## src/rtl/spi_slave_rx.sv

```systemverilog
// SPI mode-0 slave receiver: synchronizes SCLK/CS/MOSI into CLK, deserializes MSB-first words
// and hands them out on a valid/ready pair. Define SPI_SLAVE_MISO_EN to add the MISO transmit path.
module spi_slave_rx #(
    parameter int unsigned DATA_WIDTH = 8
) (
    input  logic                  CLK,
    input  logic                  rst,
    input  logic                  SCLK,
    input  logic                  CS,
    input  logic                  MOSI,
    output logic [DATA_WIDTH-1:0] rx_data,
    output logic                  rx_valid,
    input  logic                  rx_ready,
    output logic                  overrun,
    output logic                  frame_err,
    output logic [3:0]            led
`ifdef SPI_SLAVE_MISO_EN
    ,
    output logic                  MISO,
    input  logic [DATA_WIDTH-1:0] tx_data
`endif
);

    localparam int unsigned CW = $clog2(DATA_WIDTH + 1);
    localparam logic [CW-1:0] CNT_LAST = CW'(DATA_WIDTH - 1);
    localparam logic [3:0] LED_IDLE  = 4'b1111;
    localparam logic [3:0] LED_SHIFT = 4'b0001;

    typedef enum logic [0:0] {
        ST_IDLE  = 1'b0,
        ST_SHIFT = 1'b1
    } state_e;

    // Input synchronizers; the third SCLK/CS stage feeds edge detection.
    logic sclk_s1_q, sclk_s2_q, sclk_s3_q;
    logic cs_s1_q, cs_s2_q, cs_s3_q;
    logic mosi_s1_q, mosi_s2_q;

    logic sclk_rise_c;
    logic cs_rise_c;
    logic cs_fall_c;

    state_e                  state_q, state_d;
    logic [CW-1:0]           cnt_q, cnt_d;
    logic [DATA_WIDTH-1:0]   shift_q, shift_d;
    logic [DATA_WIDTH-1:0]   word_q, word_d;
    logic                    done_d;
    logic                    done_q;
    logic                    done2_q;
    logic                    frame_err_q, frame_err_d;
    logic [3:0]              led_q, led_d;

    logic [DATA_WIDTH-1:0]   rx_data_q, rx_data_d;
    logic                    rx_valid_q, rx_valid_d;
    logic                    overrun_q, overrun_d;

    // CS chain resets low so a CS already low at release never looks like a new falling edge.
    always_ff @(posedge CLK or posedge rst) begin
        if (rst) begin
            sclk_s1_q <= 1'b0;
            sclk_s2_q <= 1'b0;
            sclk_s3_q <= 1'b0;
            cs_s1_q   <= 1'b0;
            cs_s2_q   <= 1'b0;
            cs_s3_q   <= 1'b0;
            mosi_s1_q <= 1'b0;
            mosi_s2_q <= 1'b0;
        end else begin
            sclk_s1_q <= SCLK;
            sclk_s2_q <= sclk_s1_q;
            sclk_s3_q <= sclk_s2_q;
            cs_s1_q   <= CS;
            cs_s2_q   <= cs_s1_q;
            cs_s3_q   <= cs_s2_q;
            mosi_s1_q <= MOSI;
            mosi_s2_q <= mosi_s1_q;
        end
    end

    assign sclk_rise_c = sclk_s2_q & ~sclk_s3_q;
    assign cs_rise_c   = cs_s2_q & ~cs_s3_q;
    assign cs_fall_c   = ~cs_s2_q & cs_s3_q;

    always_ff @(posedge CLK or posedge rst) begin
        if (rst) begin
            state_q     <= ST_IDLE;
            cnt_q       <= '0;
            shift_q     <= '0;
            word_q      <= '0;
            done_q      <= 1'b0;
            done2_q     <= 1'b0;
            frame_err_q <= 1'b0;
            led_q       <= LED_IDLE;
            rx_data_q   <= '0;
            rx_valid_q  <= 1'b0;
            overrun_q   <= 1'b0;
        end else begin
            state_q     <= state_d;
            cnt_q       <= cnt_d;
            shift_q     <= shift_d;
            word_q      <= word_d;
            done_q      <= done_d;
            done2_q     <= done_q;
            frame_err_q <= frame_err_d;
            led_q       <= led_d;
            rx_data_q   <= rx_data_d;
            rx_valid_q  <= rx_valid_d;
            overrun_q   <= overrun_d;
        end
    end

    // Framing FSM and deserializer; a CS rise takes priority over a coincident SCLK edge.
    always_comb begin
        state_d     = state_q;
        cnt_d       = cnt_q;
        shift_d     = shift_q;
        word_d      = word_q;
        done_d      = 1'b0;
        frame_err_d = 1'b0;
        case (state_q)
            ST_IDLE: begin
                cnt_d = '0;
                if (cs_fall_c) begin
                    state_d = ST_SHIFT;
                end
            end
            ST_SHIFT: begin
                if (cs_rise_c) begin
                    state_d     = ST_IDLE;
                    cnt_d       = '0;
                    shift_d     = '0;
                    frame_err_d = (cnt_q != '0);
                end else if (sclk_rise_c) begin
                    shift_d = {shift_q[DATA_WIDTH-2:0], mosi_s2_q};
                    if (cnt_q == CNT_LAST) begin
                        cnt_d  = '0;
                        word_d = shift_d;
                        done_d = 1'b1;
                    end else begin
                        cnt_d = cnt_q + CW'(1);
                    end
                end
            end
            default: begin
                state_d = ST_IDLE;
                cnt_d   = '0;
            end
        endcase
        led_d = (state_d == ST_IDLE) ? LED_IDLE : LED_SHIFT;
    end

    // Output handshake: a completed word is accepted only if the holding register is free or draining.
    always_comb begin
        rx_data_d  = rx_data_q;
        rx_valid_d = rx_valid_q;
        overrun_d  = 1'b0;
        if (rx_valid_q && rx_ready) begin
            rx_valid_d = 1'b0;
        end
        if (done2_q) begin
            if (!rx_valid_q || rx_ready) begin
                rx_data_d  = word_q;
                rx_valid_d = 1'b1;
            end else begin
                overrun_d = 1'b1;
            end
        end
    end

    assign rx_data   = rx_data_q;
    assign rx_valid  = rx_valid_q;
    assign overrun   = overrun_q;
    assign frame_err = frame_err_q;
    assign led       = led_q;

`ifdef SPI_SLAVE_MISO_EN
    logic                  sclk_fall_c;
    logic [DATA_WIDTH-1:0] tx_q, tx_d;

    assign sclk_fall_c = ~sclk_s2_q & sclk_s3_q;

    // TX shifter: cleared in IDLE, reloaded at CS fall and on the falling edge that follows a word boundary.
    always_comb begin
        tx_d = tx_q;
        if (state_q == ST_IDLE) begin
            tx_d = '0;
            if (cs_fall_c) begin
                tx_d = tx_data;
            end
        end else if (cs_rise_c) begin
            tx_d = '0;
        end else if (sclk_fall_c) begin
            if (cnt_q == '0) begin
                tx_d = tx_data;
            end else begin
                tx_d = {tx_q[DATA_WIDTH-2:0], 1'b0};
            end
        end
    end

    always_ff @(posedge CLK or posedge rst) begin
        if (rst) begin
            tx_q <= '0;
        end else begin
            tx_q <= tx_d;
        end
    end

    assign MISO = tx_q[DATA_WIDTH-1];
`endif

endmodule

```

## config.mk

```make
export PLATFORM = sky130hd
export DESIGN_NAME = spi_slave_rx
export DESIGN_NICKNAME = d
export VERILOG_FILES = /design/src/rtl/spi_slave_rx.sv
export SDC_FILE = /design/constraint.sdc
export NUM_CORES = 1
export LEC_CHECK = 0
export CORE_MARGIN = 2
export CORE_UTILIZATION = 35
export DETAILED_ROUTE_END_ITERATION = 10
export GPL_ROUTABILITY_DRIVEN = 0
export MAX_ROUTING_LAYER = met4
export PLACE_DENSITY = 0.52
export SYNTH_ARGS = -nofsm -noshare
export SYNTH_HDL_FRONTEND = slang
export SYNTH_SLANG_ARGS = --single-unit
```

## constraint.sdc

```tcl
create_clock -name CLK -period 2.3 [get_ports CLK]
set_clock_uncertainty 0.2 [all_clocks]
set_input_delay 0.23 -clock CLK [delete_from_list [all_inputs] [get_ports CLK]]
set_output_delay 0.23 -clock CLK [all_outputs]
set_load 0.05 [all_outputs]
```

; ---- Word-level counts from Yosys, hierarchy flattened
; Index checks and enable logic that the tools add are counted.
[word_totals]
input_bits = 6
out_inout_bits = 15
elab_cells = 59
ff_bits = 45
[op_classes]
addsub = 1
n_reduce_logical = 8
n_eq_ne = 2
n_mux = 21
n_bitwise = 8
[op_table]
columns = op, count
row1 = two-way mux 4 bit, 4
row2 = two-way mux 7 bit, 2
row3 = two-way mux 1 bit, 13
row4 = case mux 4 bit (2 select lines), 1
row5 = NOT 1 bit, 5
row6 = adder 4 x 1 -> 4 bit (second input constant), 1
row7 = == test 4 x 3 -> 1 bit (second input constant), 1
row8 = AND reduction 2 bit, 2
row9 = AND reduction 4 bit, 1
row10 = nonzero test 4 bit, 1
row11 = bitwise AND 1 bit, 3
row12 = != test 3 bit (second input constant), 1
row13 = case mux 1 bit (2 select lines), 1
row14 = nonzero test 2 bit, 1
row15 = logical AND 1 bit, 1
row16 = zero test 1 bit, 1
row17 = logical OR 1 bit, 1

; ---- Logic depth before layout (Yosys ltp)
[logic_depth]
ltp_word = 5
mapped_depth = 4
depth_no_buf = 4

; ---- Worst setup path before layout
; OpenSTA, ideal clock, no wires.
[synth_path]
path_type = register -> register
start = register rx_valid_q (netlist: rx_valid)
end = register rx_data_q[0] (netlist: rx_data[0])
t_required_ps = 1975
path_slack_ps = 633
stages_incl_launch_ff = 4
arrival_ps = 1343
synth_period_minus_slack_ps = 1667
path_cell_list = dfrtp_1 nand2b_1 nand2_1 mux2_2
[synth_via]
elab_chain_cells = 3
[synth_lines]
columns = item, line_no
row1 = "start, declared", 54  ; logic rx_valid_q, rx_valid_d;
row2 = "start signal, assigned", 107  ; rx_valid_q <= rx_valid_d;
row3 = zero test 1 bit, 161  ; if (!rx_valid_q || rx_ready) begin
row4 = logical OR 1 bit, 161
row5 = AND reduction 2 bit (no source line), -
row6 = "end signal, assigned", 106  ; rx_data_q <= rx_data_d;
row7 = "end, declared", 53  ; logic [DATA_WIDTH-1:0] rx_data_q, rx_data_d;
; Every way passes these cells.
; A chain may end at the register's enable or synchronous reset.

==> metrics.md <==
| Metric | Value |
|---|---|
| YS warnings | 0 |
| H-tree Lvls | 2 |
| Antenna diode count | 0 |
| First-pass GRT wire length | 4.41 mm |
| Initial antenna violation count | 0 |
| Pre-Repair DR Iteration Count | 4 |
| Clock sinks | 42 |
| Synth unique cells | 27 |
| Slowest cell delay on critical path | 0.80 ns |
| GRT overflow | 0 |
| RR Startpoint | cnt_q[0] |
| Vias in the first global route | 932 |
| Largest net degree at the start of global routing | 43 |
| Seq cells post-synth | 42 |
| Setup violations, final | 0 |
| CTS hold repair buffers | 0 |
| Area of the multi-input gates | 483 um^2 |
| Data arrival, critical path | 1.62 ns |
| Clock root buffer | clkbuf_8 |
| Fin. Hold Viols | 0 |
| Die area | 0.00507 mm^2 |
| Syn Std Cell Area | 0.00158 mm^2 |
| Buffers on Ports | 19 |
| Post-Syn Instances | 109 |
| Routed wire length per instance | 13.2 um |
| Reg2reg end | word_q[3] |
| Final net count | 141 |
| RSZ-0062 raised after global routing | false |
| Synth top area share | 0.649 |
| Cell taking the most area after synthesis | dfrtp_1 |
| Required time worst endpoint | 1.87 ns |
| Clock Latency Late Sink | 0.29 ns |
| Max-Cap Viols | 0 |
| Slowest CP cell | clkdlybuf4s50_1 |
| Postcts setup bufs | 0 |
| Vias per std cell | 4.85 |
| P_leak | 0.906 nW |
| WP buf/inv | 1 |
| Die Y | 71.2 um |
| Residual DRC | 0 |
| Detailed placement HPWL | 1.65 mm |
| VDD IR-drop max | 342 uV |
| Die Wd | 71.2 um |
| Outcome | finished, final reports clean |
| Final Cycle Share | 0.892 |
| Post_cts resized | 0 |
| Share of cells above drive strength 1 | 0.226 |
| Launch point of the worst path | led[2] |
| Worst setup path class | reg -> out |
| PD cells | 689 mW/mm^2 |
| Ranking of synthesized cells by area | dfrtp_1 65%, mux2_2 11%, a22o_1 3.9%, nand2_1 1.9%, dfstp_2 1.7% |
| Critical path capture point type | output port |
| R2R depth | 4 |
| Clock transition at path regs | 0.08 ns |
| Fmax | 488 MHz |
| Core Rows | 24 |
| Slew @ Worst Pin | 0.509 ns |
| Storage cell area | 0.00105 mm^2 |
| 1st-iter DRT viols | 47 |
| Initial Util | 0.363 |
| Min-Delay Path Class | reg -> reg |
| Critical Path Source Type | flop |
| Io pins | 21 |
| Area growth syn-to-layout | 20.2% |
| CTS tree | yes |
| Slew margin rel. | 0.660 |
| Fillers | 397 |
| Pins Over Slew Limit | 0 |
| WL final | 2.44 mm |
| Cells along the critical path | clkdlybuf4s50_1 |
| CTS Buf Count | 5 |
| CTS max path bufs | 2 |
| Syn Nets | 117 |
| Core footprint | 0.00435 mm^2 |
| Syn Area/Cell | 14.5 um^2 |
| Via count | 898 |
| Critical Path Fanout Max | 3 |
| Setup slack, reg-to-reg | 0.53 ns |
| Antenna-violating nets left | 0 |
| Seq/Total Area, Yosys | 0.666 |
| Total GRT Usage | 0.119 |
| Crit path depth | 1 |
| Min Clock Period, post-route | 2.05 ns |
| Fin Setup TNS | 0 ns |
| Fin util | 0.436 |
| Crit path capture | led[3] |
| CP delay by family, top | buffers and inverters |
==> cell families after synthesis <==
kind of cell / count (synthesis) / share of synthesized area
multiplexers: 16 / 0.114
flip-flops: 42 / 0.666
AND/OR/NAND/NOR: 23 / 0.0982
AO/OA/AOI/OAI: 15 / 0.0697
buffers and inverters: 9 / 0.0285
other: 1 / 0.00237
XOR/XNOR: 1 / 0.00554
adder cells (fa/ha/maj): 2 / 0.0158
==> layout make-up <==
class / instances / area share
Clock buffer: 5 / 0.0362
Clock inverter: 2 / 0.00527
Inverter: 6 / 0.0119
Multi-Input combinational cell: 58 / 0.254
Sequential cell: 42 / 0.554
Tap cell: 52 / 0.0343
Timing Repair Buffer: 20 / 0.104
==> metal layers <==
layer  track usage  vias to the layer above  share of wire
met5             -                        -              0
met4        0.0440                        0         0.0086
met3        0.0470                        4          0.057
met2         0.170                       27           0.48
met1         0.154                      448           0.46
li1              -                      419              -
==> placed cells by master (no fill, tap or decap), types with 2 or more instances in the layout <==
cell type / netlist / routed
a21oi_1: 3 / 3
clkdlybuf4s50_1: 0 / 19
clkbuf_8: 0 / 5
o21ai_0: 2 / 2
nor2_1: 3 / 3
mux2_2: 16 / 16
nand2_1: 8 / 8
clkinv_2: 0 / 2
a22o_1: 7 / 7
dfrtp_1: 41 / 41
nand2b_1: 2 / 2
inv_1: 6 / 6
ha_1: 2 / 2
==> power by group <==
group	leakage (nW)	internal (W)	total, W	switching [W]
combinational	0.301	0.0000335	0.0000938	0.0000603
clock	0.0438	0.000204	0.000437	0.000233
sequential	0.561	0.000759	0.000777	0.0000184
total	0.906	0.000996	0.00131	0.000312
==> through the flow <==
step,total power [W],instance area [um^2],hold WS [ns],cells,setup slack (ns)
final,0.00131,1900,0.146,185,0.249
after global routing,0.00138,1900,0.169,185,0.200
after CTS,0.00133,1900,0.149,185,0.226
after detailed placement,0.000887,1820,0.136,178,0.468
after global placement,0.000883,1820,0.132,178,0.509
after floorplan,0.000858,1580,0.0614,109,0.633
==> worst min path at each step <==
stage	from	slack, ns	cells after the start	end
floorplan	CS	0.06	0	cs_s1_q
global placement	sclk_s1_q	0.13	0	sclk_s2_q
CTS	done_q	0.15	0	done2_q
finish	done_q	0.15	0	done2_q
global route	done_q	0.17	0	done2_q
detailed placement	cs_s1_q	0.14	0	cs_s2_q
==> state kept, by name, indices dropped and copies added (netlist names) <==
register	cells
done_q	1
cs_s2_q	1
overrun	1
sclk_s3_q	1
word_q	8
cs_s1_q	1
sclk_s1_q	1
frame_err	1
cnt_q	4
sclk_s2_q	1
mosi_s2_q	1
done2_q	1
shift_q	7
led	1
mosi_s1_q	1
cs_s3_q	1
rx_valid	1
rx_data	8
state_q	1
==> cell usage after synthesis (all sizes together) <==
library cell	n
a211oi	1
a21oi	3
a22o	7
and2b	1
and3b	1
buf	3
conb	1
dfrtp	41
dfstp	1
ha	2
inv	6
mux2	16
nand2	8
nand2b	3
nand3	1
nand3b	1
nand4	1
nor2	3
nor2b	1
nor3	1
o21a	1
o21ai	3
or3	1
or4	1
xor2	1
Note: power is estimated with default switching activity, not from simulation.
